**src/rtl/ram_arbiter.sv**
```systemverilog
// Two-port (fetch/data) arbiter in front of a single-port registered-read RAM.
// Optional macro MEM_ARB_ROUND_ROBIN_EN selects round-robin instead of data-first priority.
module ram_arbiter #(
    parameter int ADDR_WIDTH = 5
) (
    input  logic                  clk,
    input  logic                  rst,
    input  logic                  f_valid,
    output logic                  f_ready,
    input  logic [ADDR_WIDTH-1:0] f_addr,
    output logic                  f_resp_valid,
    output logic [31:0]           f_rdata,
    input  logic                  d_valid,
    output logic                  d_ready,
    input  logic [1:0]            d_mode,
    input  logic [ADDR_WIDTH-1:0] d_addr,
    input  logic [31:0]           d_wdata,
    output logic                  d_resp_valid,
    output logic [31:0]           d_rdata,
    output logic [1:0]            mem_mode,
    output logic [ADDR_WIDTH-1:0] mem_addr,
    output logic [31:0]           mem_wdata,
    input  logic [31:0]           mem_rdata
);

    localparam logic [1:0] MEM_READ       = 2'd0;
    localparam logic [1:0] MEM_WRITE_WORD = 2'd1;
    localparam logic [1:0] MEM_WRITE_HALF = 2'd2;
    localparam logic [1:0] MEM_WRITE_BYTE = 2'd3;
    localparam logic       PORT_F         = 1'b0;
    localparam logic       PORT_D         = 1'b1;

    logic       last_grant;
    logic       grant_d;
    logic       accept;
    // [0] = issue stage (request on mem_*), [1] = response stage (mem_rdata valid)
    logic [1:0] vld_pipe;
    logic [1:0] tag_pipe;
    logic [1:0] rd_pipe;

`ifdef MEM_ARB_ROUND_ROBIN_EN
    assign grant_d = d_valid && (!f_valid || last_grant == PORT_F);
`else
    logic unused_last_grant;
    assign unused_last_grant = last_grant;
    assign grant_d = d_valid;
`endif

    assign d_ready = !rst && grant_d;
    assign f_ready = !rst && f_valid && !grant_d;
    assign accept  = f_ready || d_ready;

    always_ff @(posedge clk) begin
        if (rst) begin
            vld_pipe   <= '0;
            tag_pipe   <= '0;
            rd_pipe    <= '0;
            last_grant <= PORT_D;
            mem_mode   <= MEM_READ;
            mem_addr   <= '0;
            mem_wdata  <= '0;
        end else begin
            vld_pipe <= {vld_pipe[0], accept};
            tag_pipe <= {tag_pipe[0], d_ready};
            rd_pipe  <= {rd_pipe[0], !(d_ready && d_mode != MEM_READ)};
            if (accept)
                last_grant <= d_ready ? PORT_D : PORT_F;
            if (d_ready) begin
                mem_mode  <= d_mode;
                mem_addr  <= d_addr;
                mem_wdata <= d_wdata;
            end else if (f_ready) begin
                mem_mode  <= MEM_READ;
                mem_addr  <= f_addr;
                mem_wdata <= '0;
            end else begin
                mem_mode  <= MEM_READ;
                mem_addr  <= '0;
                mem_wdata <= '0;
            end
        end
    end

    // Response flags are masked during reset so nothing in flight escapes.
    assign f_resp_valid = !rst && vld_pipe[1] && tag_pipe[1] == PORT_F;
    assign d_resp_valid = !rst && vld_pipe[1] && tag_pipe[1] == PORT_D;
    assign f_rdata      = f_resp_valid ? mem_rdata : 32'd0;
    assign d_rdata      = (d_resp_valid && rd_pipe[1]) ? mem_rdata : 32'd0;

endmodule

```
**config.mk**
```make
export PLATFORM = sky130hd
export DESIGN_NAME = ram_arbiter
export DESIGN_NICKNAME = d
export VERILOG_FILES = /design/src/rtl/ram_arbiter.sv
export SDC_FILE = /design/constraint.sdc
export NUM_CORES = 1
export LEC_CHECK = 0
export BUFFER_PORTS_ARGS = -buffer_cell sky130_fd_sc_hd__buf_2
export CAP_MARGIN = 30
export CORE_ASPECT_RATIO = 1.4
export CORE_MARGIN = 4
export CORE_UTILIZATION = 37
export DETAILED_ROUTE_END_ITERATION = 10
export HOLD_SLACK_MARGIN = 0.05
export PLACE_DENSITY = 0.84
export SYNTH_ARGS = -nofsm -noshare
export SYNTH_HDL_FRONTEND = slang
export SYNTH_SLANG_ARGS = --single-unit
```
**constraint.sdc**
```tcl
create_clock -name clk -period 2.8 [get_ports clk]
set_input_delay 0.84 -clock clk [delete_from_list [all_inputs] [get_ports clk]]
set_output_delay 0.84 -clock clk [all_outputs]
set_load 0.05 [all_outputs]
```
==> impl_metrics.csv, run 1 <==
group,metric,value,unit
outcome,status,"completed",
timing,tightest_slew,0.286,ns
timing,grt_setup_unrepaired,"false",
cells_and_area,final_common_cell,"buf_2",
timing,setup_violations,0,
timing,slew_headroom,0.809,
cells_and_area,instances_no_fill,422,
die,ioPinCount,187,
timing,whs,0.452,ns
cells_and_area,post-route-util,0.618,
worst_hold_path,holdPathStages,1,
die,coreArea,4610,sq um
synthesis,synth_area,1790,sq um
timing,hold_violations,0,
cts,cts.sinks,45,
worst_setup_path,cp_max_fo,16,
global_routing,overflow,0,
timing,slew_viol_final,0,
synthesis,yosys_warnings,0,
worst_setup_path,startpoint_type,"primary input",
route,drt-pass1-iter-count,4,
worst_setup_path,arrival,1.85,ns
cts,cts_root_buffer,"clkbuf_8",
worst_setup_path,r2r-start,"tag_pipe[0]",
cells_and_area,syn_to_final_growth,58.6,%
route,via_per_inst,4.31,
synthesis,synthDistinctLibCells,13,
synthesis,syn_area_per_cell,10.4,sq um
power_and_ir_drop,power,1.33,mW
worst_setup_path,path_class,"in -> out",
cells_and_area,finalNetCount,440,
global_routing,grt_pass1_vias,1732,
cts,insertion_delay,0.28,ns
die,die_y,90.4,microns
worst_setup_path,endpoint_kind,"output port",
place,portBuffers,186,
synthesis,synth_cells,173,
route,drc,0,
die,rows,29,
place,place.gp.congestion,0.816,
power_and_ir_drop,powerDensity,468,nW/um^2
cts,ctsHtreeMaxLevel,2,
worst_hold_path,hold_class,"reg -> reg",
worst_setup_path,reg2reg_depth,1,
cells_and_area,drive_gt1_frac,0.611,
worst_setup_path,cp-startpoint,"rst",
power_and_ir_drop,vdd_drop_max,0.539,mV
route,num_vias,1819,
global_routing,grt_use_total,0.161,
cts,cts-resized-gates,0,
power_and_ir_drop,p_leak,1.69,nW
die,die_w,66.9,microns
die,start_util,0.389,
synthesis,syn-num-nets,253,
timing,worst_clock_skew,0.000866,ns
run,drv_cap,0,
timing,period_needed,2.69,ns
route,wl_per_cell,12.7,microns
place,hpwlAfterDp,4290,microns
route,ant_nets,0,
cts,numCtsBuffers,5,
place,dp_cells,414,
worst_setup_path,r2r-end,"tag_pipe[1]",
worst_setup_path,required,1.96,ns
global_routing,grt_max_degree,40,
global_routing,antenna_found_initial,0,
cts,clock_path_buffers,2,
global_routing,grt_pass1_wl,7660,microns
synthesis,ys_seq_area_frac,0.502,
cts,cts.clk_slew.worst_paths,0.07,ns
cells_and_area,antenna_cells,0,
synthesis,synth-seq-cells,45,
route,drt_iter0_markers,14,
worst_setup_path,r2r_slack,2.22,ns
worst_setup_path,critPathCapture,"d_rdata[18]",
cells_and_area,layout_common_cells,"buf_2 (186), and2_1 (84), dfxtp_1 (45), and2_2 (15), clkbuf_8 (6)",
timing,setup_tns,0,ns
die,die-area,6040,sq um
timing,fin_crit_sh,0.961,
cts,hold_buffers,0,
cts,cts_tree,"built",
cts,post_cts_buffers,0,
timing,fmax,372,MHz
route,routed_wl,5380,microns
## how the worst min path moves through the flow
stage / end / slack (ns) / from
floorplan: rd_pipe[1] / 0.43 / rd_pipe[0]
global placement: tag_pipe[1] / 0.43 / tag_pipe[0]
detailed placement: vld_pipe[1] / 0.44 / vld_pipe[0]
CTS: vld_pipe[1] / 0.45 / vld_pipe[0]
global route: rd_pipe[1] / 0.47 / rd_pipe[0]
finish: rd_pipe[1] / 0.45 / rd_pipe[0]
## synth_stat cells (all sizes together)
cell type / instances / area [sq um]
dfxtp: 45 / 901
nor2: 4 / 15.0
o21a: 1 / 7.51
buf: 9 / 88.8
and4b: 1 / 13.8
clkbuf: 2 / 7.51
and2: 99 / 638
a32o: 5 / 50.1
and2b: 5 / 43.8
and3b: 1 / 10.0
nor3b: 1 / 18.8
## critical path: stages
cell and delay [ns]:
buf_2 0.14, and4b_4 0.44, and2_2 0.17, buf_2 0.25
## per-layer routing
| metal | routed length (microns) | global-route usage | vias up | share of wire |
|---|---|---|---|---|
| met4 | 85 | 0.0575 | 0 | 0.016 |
| met3 | 901 | 0.0785 | 7 | 0.17 |
| li1 | - | - | 910 | - |
| met2 | 2710 | 0.301 | 129 | 0.50 |
| met5 | 0 | 0 | - | 0 |
| met1 | 1690 | 0.142 | 773 | 0.31 |
## metrics by stage
stage / setup slack (ns) / instance area (sq um)
finish: 0.110 / 2850
global route: 0.0408 / 2850
CTS: 0.0150 / 2840
detailed placement: 0.0185 / 2750
global placement: 0.0318 / 2750
floorplan: 0.0485 / 1790
## sequential cells by signal, indices dropped and copies added, names as in the netlist
register,count
mem_addr,5
mem_wdata,32
vld_pipe,2
mem_mode,2
rd_pipe,2
tag_pipe,2
## report_power, final
part	internal, mW	switching, mW	leakage, nW
logic	0.0910	0.185	1.28
clock network	0.195	0.184	0.0443
registers	0.668	0.00799	0.371
total	0.955	0.377	1.69
## cell type report
| cell class | count | area (sq um) |
|---|---|---|
| fillers | 397 | 1760 |
| repair buffers | 190 | 973 |
| flip-flops and latches | 45 | 901 |
| multi-input cells | 118 | 808 |
| clock buffers | 7 | 86.3 |
| well taps | 62 | 77.6 |
## kinds of logic (layout without fill, tap and decap cells)
kind of cell / Yosys count / in the layout / share of synthesized area
and+or+nand+nor: 111 / 112 / 0.412
DFF: 45 / 45 / 0.502
buffers and inverters: 11 / 197 / 0.0537
AOI/OAI and AO/OA: 6 / 6 / 0.0321
Power figures use the tool's default switching activity.
==> inputs of run 2 (changes only) <==
--- a/config.mk
+++ b/config.mk
@@ -9,10 +9,11 @@
 export CAP_MARGIN = 30
 export CORE_ASPECT_RATIO = 1.4
 export CORE_MARGIN = 4
-export CORE_UTILIZATION = 37
+export CORE_UTILIZATION = 35
 export DETAILED_ROUTE_END_ITERATION = 10
 export HOLD_SLACK_MARGIN = 0.05
-export PLACE_DENSITY = 0.84
+export PLACE_DENSITY = 0.8
+export SETUP_SLACK_MARGIN = 0.3
 export SYNTH_ARGS = -nofsm -noshare
 export SYNTH_HDL_FRONTEND = slang
 export SYNTH_SLANG_ARGS = --single-unit
==> constraint.sdc (replaced) <==
create_clock -name clk -period 3 [get_ports clk]
set_input_delay 0.9 -clock clk [delete_from_list [all_inputs] [get_ports clk]]
set_output_delay 0.9 -clock clk [all_outputs]
set_load 0.05 [all_outputs]
==> run 2 against run 1 <==
Combinational power grew 8.0%. First-iteration DRC count grew 110%. Critical endpoint is now f_rdata[1]. Clock-buffer cell count grew 1. Highest routed layer unchanged. Non-clock buffer count grew 6. Critical path depth grew 2. Clock skew grew 0.0030 ns. Largest cell class unchanged. Worst setup slack gained 0.21 ns. Sequential share of layout area shrank 5.5 points.
==> impl_metrics.csv, run 2 (same netlist as run 1, synthesis figures left out) <==
group,metric,value,unit
die,die_y,92.7,microns
power_and_ir_drop,vdd_drop_max,0.356,mV
cells_and_area,top_regs,"mem_wdata (32), mem_addr (5)",
timing,setup_violations,0,
place,dp_cells,416,
route,drc,0,
power_and_ir_drop,powerDensity,369,nW/um^2
cells_and_area,largest-register,"mem_wdata",
cells_and_area,syn_to_final_growth,92.3,%
place,hpwlAfterDp,4370,microns
die,die_w,68.5,microns
cts,cts.clk_slew.worst_paths,0.08,ns
die,coreArea,4920,sq um
run,drv_cap,0,
die,rows,30,
global_routing,grt_max_degree,40,
route,num_vias,1945,
timing,fmax,372,MHz
route,ant_nets,0,
timing,slew_headroom,0.813,
global_routing,antenna_found_initial,0,
cells_and_area,post-route-util,0.702,
cells_and_area,final_common_cell,"buf_2",
worst_setup_path,required,2.10,ns
place,portBuffers,186,
cells_and_area,largest_reg_flops,32,
worst_setup_path,arrival,1.78,ns
cts,clock_path_buffers,2,
worst_setup_path,endpoint_kind,"output port",
timing,period_needed,2.68,ns
cells_and_area,antenna_cells,0,
cts,ctsHtreeMaxLevel,2,
cts,numCtsBuffers,5,
cts,insertion_delay,0.28,ns
route,via_per_inst,4.49,
cts,cts_tree,"built",
worst_setup_path,path_class,"in -> out",
timing,grt_setup_unrepaired,"true",
global_routing,grt_use_total,0.186,
cells_and_area,drive_gt1_frac,0.745,
timing,worst_slack,0.315,ns
die,ioPinCount,187,
die,start_util,0.365,
die,die-area,6350,sq um
worst_hold_path,hold_class,"reg -> reg",
route,drt-pass1-iter-count,4,
place,place.gp.congestion,0.779,
cells_and_area,instances_no_fill,433,
cts,cts.sinks,45,
timing,whs,0.446,ns
worst_setup_path,cp_max_fo,8,
route,routed_wl,6570,microns
cells_and_area,finalNetCount,448,
timing,hold_violations,0,
cts,cts_root_buffer,"clkbuf_8",
global_routing,grt_pass1_vias,1886,
timing,slew_viol_final,0,
route,wl_per_cell,15.2,microns
cells_and_area,layout_common_cells,"buf_2 (122), dfxtp_1 (45), and2_2 (41), and2_1 (36), buf_6 (30)",
global_routing,overflow,0,
worst_setup_path,startpoint_type,"primary input",
timing,worst_clock_skew,0.00383,ns
route,drt_iter0_markers,29,
outcome,status,"completed",
timing,tightest_slew,0.281,ns
global_routing,grt_pass1_wl,8980,microns
timing,setup_tns,0,ns
place,dpl_worst_slack,0.0757,ns
power_and_ir_drop,p_leak,1.84,nW
timing,fin_crit_sh,0.895,
run 2: cell types whose count changed in the layout (fill, tap and decap cells not counted), moves of 20 or more:
| cell | before | now |
|---|---|---|
| buf_4 | 3 | 23 |
| and2_1 | 84 | 36 |
| buf_6 | 0 | 30 |
| and2_4 | 0 | 22 |
| and2_2 | 15 | 41 |
| buf_2 | 186 | 122 |
run 2: final cells by class:
| cell class | instances | area (sq um) |
|---|---|---|
| timing repair buffer | 196 | 1470 |
| multi-input combinational | 120 | 923 |
| tap | 64 | 80.1 |
| sequential | 45 | 901 |
| fill | 364 | 1470 |
| clock buffer | 8 | 80.1 |
run 2: path summary, 6_finish.rpt:
kind                                  start           to  slack [ns]  cells past startpoint
worst max-delay path                    rst   f_rdata[1]        0.32                      6
worst min-delay path            tag_pipe[0]  tag_pipe[1]        0.45                      1
worst max register to register  vld_pipe[0]  vld_pipe[1]        2.41                      1
worst min register to register  tag_pipe[0]  tag_pipe[1]        0.45                      1
run 2: power by group:
group	switching [mW]	internal [mW]
combinational	0.183	0.115
sequential	0.00862	0.624
clock	0.178	0.165
total	0.369	0.904
run 2: stage by stage:
stage               total power [mW]  instance area [sq um]
finish                          1.27                   3450
detailed placement             0.908                   2820
global route                    1.33                   3450
floorplan                      0.813                   1860
CTS                             1.26                   3160
global placement               0.903                   2820
run 2: metal layers:
metal  vias to the layer above  track usage  share of wire
li1                        931            -              -
met1                       859        0.181           0.32
met2                       137        0.335           0.53
met3                        18       0.0704           0.13
met4                         0       0.0779          0.029
met5                         -            0              0
run 2: timing repair:
item | in CTS | in global routing
setup buffers | 2 | 1
cloned | 3 | 3
hold buffers | 0 | 0
endpoints found under the setup margin | 64 | 60
resized for setup | 78 | 68
pin swaps | 0 | 4
endpoints found under the hold margin | 0 | 0
run 2: critical path: stages:
cell,delay (ns)
buf_12,0.11
nor3b_4,0.16
buf_6,0.16
buf_6,0.14
and2_1,0.15
buf_6,0.16
==> inputs of run 3 (changes only) <==
--- a/config.mk
+++ b/config.mk
@@ -13,7 +13,7 @@
 export DETAILED_ROUTE_END_ITERATION = 10
 export HOLD_SLACK_MARGIN = 0.05
 export PLACE_DENSITY = 0.8
-export SETUP_SLACK_MARGIN = 0.3
+export SETUP_SLACK_MARGIN = 0.4
 export SYNTH_ARGS = -nofsm -noshare
 export SYNTH_HDL_FRONTEND = slang
 export SYNTH_SLANG_ARGS = --single-unit
==> run 3 against run 2 <==
Power is 0.33% lower. Utilization fell by 0.41 points. Critical path depth is 1 lower. Fmax barely moved. Largest power group unchanged.
==> impl_metrics.csv, run 3 (same netlist as run 1, synthesis figures left out) <==
group,metric,value,unit
worst_setup_path,endpoint_kind,"output port",
global_routing,grt_pass1_vias,1943,
cts,ctsHtreeMaxLevel,2,
power_and_ir_drop,power,1.27,mW
route,routed_wl,6570,microns
worst_setup_path,required,2.10,ns
route,via_per_inst,4.54,
cells_and_area,finalNetCount,442,
cts,cts_root_buffer,"clkbuf_8",
worst_setup_path,cp_slowest_cell,"buf_12",
cells_and_area,post-route-util,0.698,
worst_setup_path,cp_max_fo,33,
cts,cts_tree,"built",
power_and_ir_drop,vdd_drop_max,0.420,mV
die,ioPinCount,187,
cells_and_area,largest_reg_flops,32,
timing,whs,0.449,ns
power_and_ir_drop,p_leak,1.83,nW
cells_and_area,syn_to_final_growth,91.2,%
die,die_w,68.5,microns
global_routing,antenna_found_initial,0,
global_routing,grt_pass1_wl,9360,microns
global_routing,grt_use_total,0.197,
timing,period_needed,2.68,ns
outcome,status,"completed",
die,coreArea,4920,sq um
cells_and_area,layout_common_cells,"buf_2 (120), and2_4 (61), dfxtp_1 (45), buf_4 (35), and2_1 (34)",
route,wl_per_cell,15.4,microns
worst_setup_path,startpoint_type,"primary input",
timing,setup_tns,0,ns
timing,worst_clock_skew,0.00357,ns
cts,insertion_delay,0.28,ns
route,drt_iter0_markers,38,
place,hpwlAfterDp,4440,microns
cts,clock_path_buffers,2,
timing,fin_crit_sh,0.895,
timing,hold_violations,0,
place,portBuffers,186,
cts,numCtsBuffers,5,
cts,hold_buffers,0,
cells_and_area,instances_no_fill,426,
route,num_vias,1936,
cells_and_area,final_common_cell,"buf_2",
cells_and_area,top_regs,"mem_wdata (32), mem_addr (5)",
die,die-area,6350,sq um
timing,setup_violations,0,
place,place.gp.congestion,0.758,
cts,cts.sinks,45,
route,drc,0,
route,drt-pass1-iter-count,4,
route,ant_nets,0,
power_and_ir_drop,powerDensity,370,nW/um^2
worst_hold_path,hold_class,"reg -> reg",
die,die_y,92.7,microns
run,drv_cap,0,
place,dpl_worst_slack,0.0224,ns
cells_and_area,final_area,3430,sq um
worst_setup_path,cpPeakStageDelay,0.21,ns
cells_and_area,largest-register,"mem_wdata",
timing,worst_slack,0.316,ns
place,dp_cells,416,
die,rows,30,
timing,tightest_slew,0.287,ns
cells_and_area,fill_cells,359,
global_routing,grt_max_degree,40,
timing,slew_headroom,0.809,
cells_and_area,antenna_cells,0,
cts,cts.clk_slew.worst_paths,0.07,ns
timing,slew_viol_final,0,
die,start_util,0.365,
worst_setup_path,path_class,"in -> out",
worst_setup_path,arrival,1.78,ns
timing,fmax,373,MHz
place,dpl-instance-area,2890,sq um
cells_and_area,drive_gt1_frac,0.751,
worst_setup_path,path_cells,"buf_8, nor3b_4, buf_12, and2_2, buf_4",
global_routing,overflow,0,
timing,grt_setup_unrepaired,"true",
run 3: final cells by class:
class,count,area [sq um],area share
Clock buffer,7,86.3,0.0252
Multi-Input combinational cell,120,977,0.285
Sequential cell,45,901,0.263
Tap cell,64,80.1,0.0233
Timing Repair Buffer,190,1390,0.404
run 3: timing repair:
item / 4_1_cts / 5_1_grt
endpoints found under the hold margin: 0 / 0
gates resized for setup: 134 / 3
setup buffers: 0 / 0
pin swaps: 29 / 1
setup endpoints to repair: 65 / 66
cloned: 3 / 0
run 3: routing by layer:
metal	routed length (microns)	GRT usage	part of all wire
met4	144	0.0829	0.022
met1	1920	0.175	0.29
met2	3550	0.364	0.54
met5	0	0	0
met3	958	0.0862	0.15
run 3: worst max-delay path: cells and delay by family:
family | cells | cell delay (ns)
buffers and inverters | 3 | 0.51
and+or+nand+nor | 2 | 0.37
run 3: worst paths after layout:
path	endpoint	slack, ns	cells after the start	startpoint
worst max-delay path	f_rdata[31]	0.32	5	rst
worst min-delay path	vld_pipe[1]	0.45	1	vld_pipe[0]
worst max register to register	tag_pipe[1]	2.43	1	tag_pipe[0]
worst min register to register	vld_pipe[1]	0.45	1	vld_pipe[0]
run 3: report_power, final:
group	switching [mW]	internal [mW]	leakage, nW
Clock	0.173	0.183	0.0443
Combinational	0.181	0.101	1.41
Sequential	0.00817	0.624	0.371
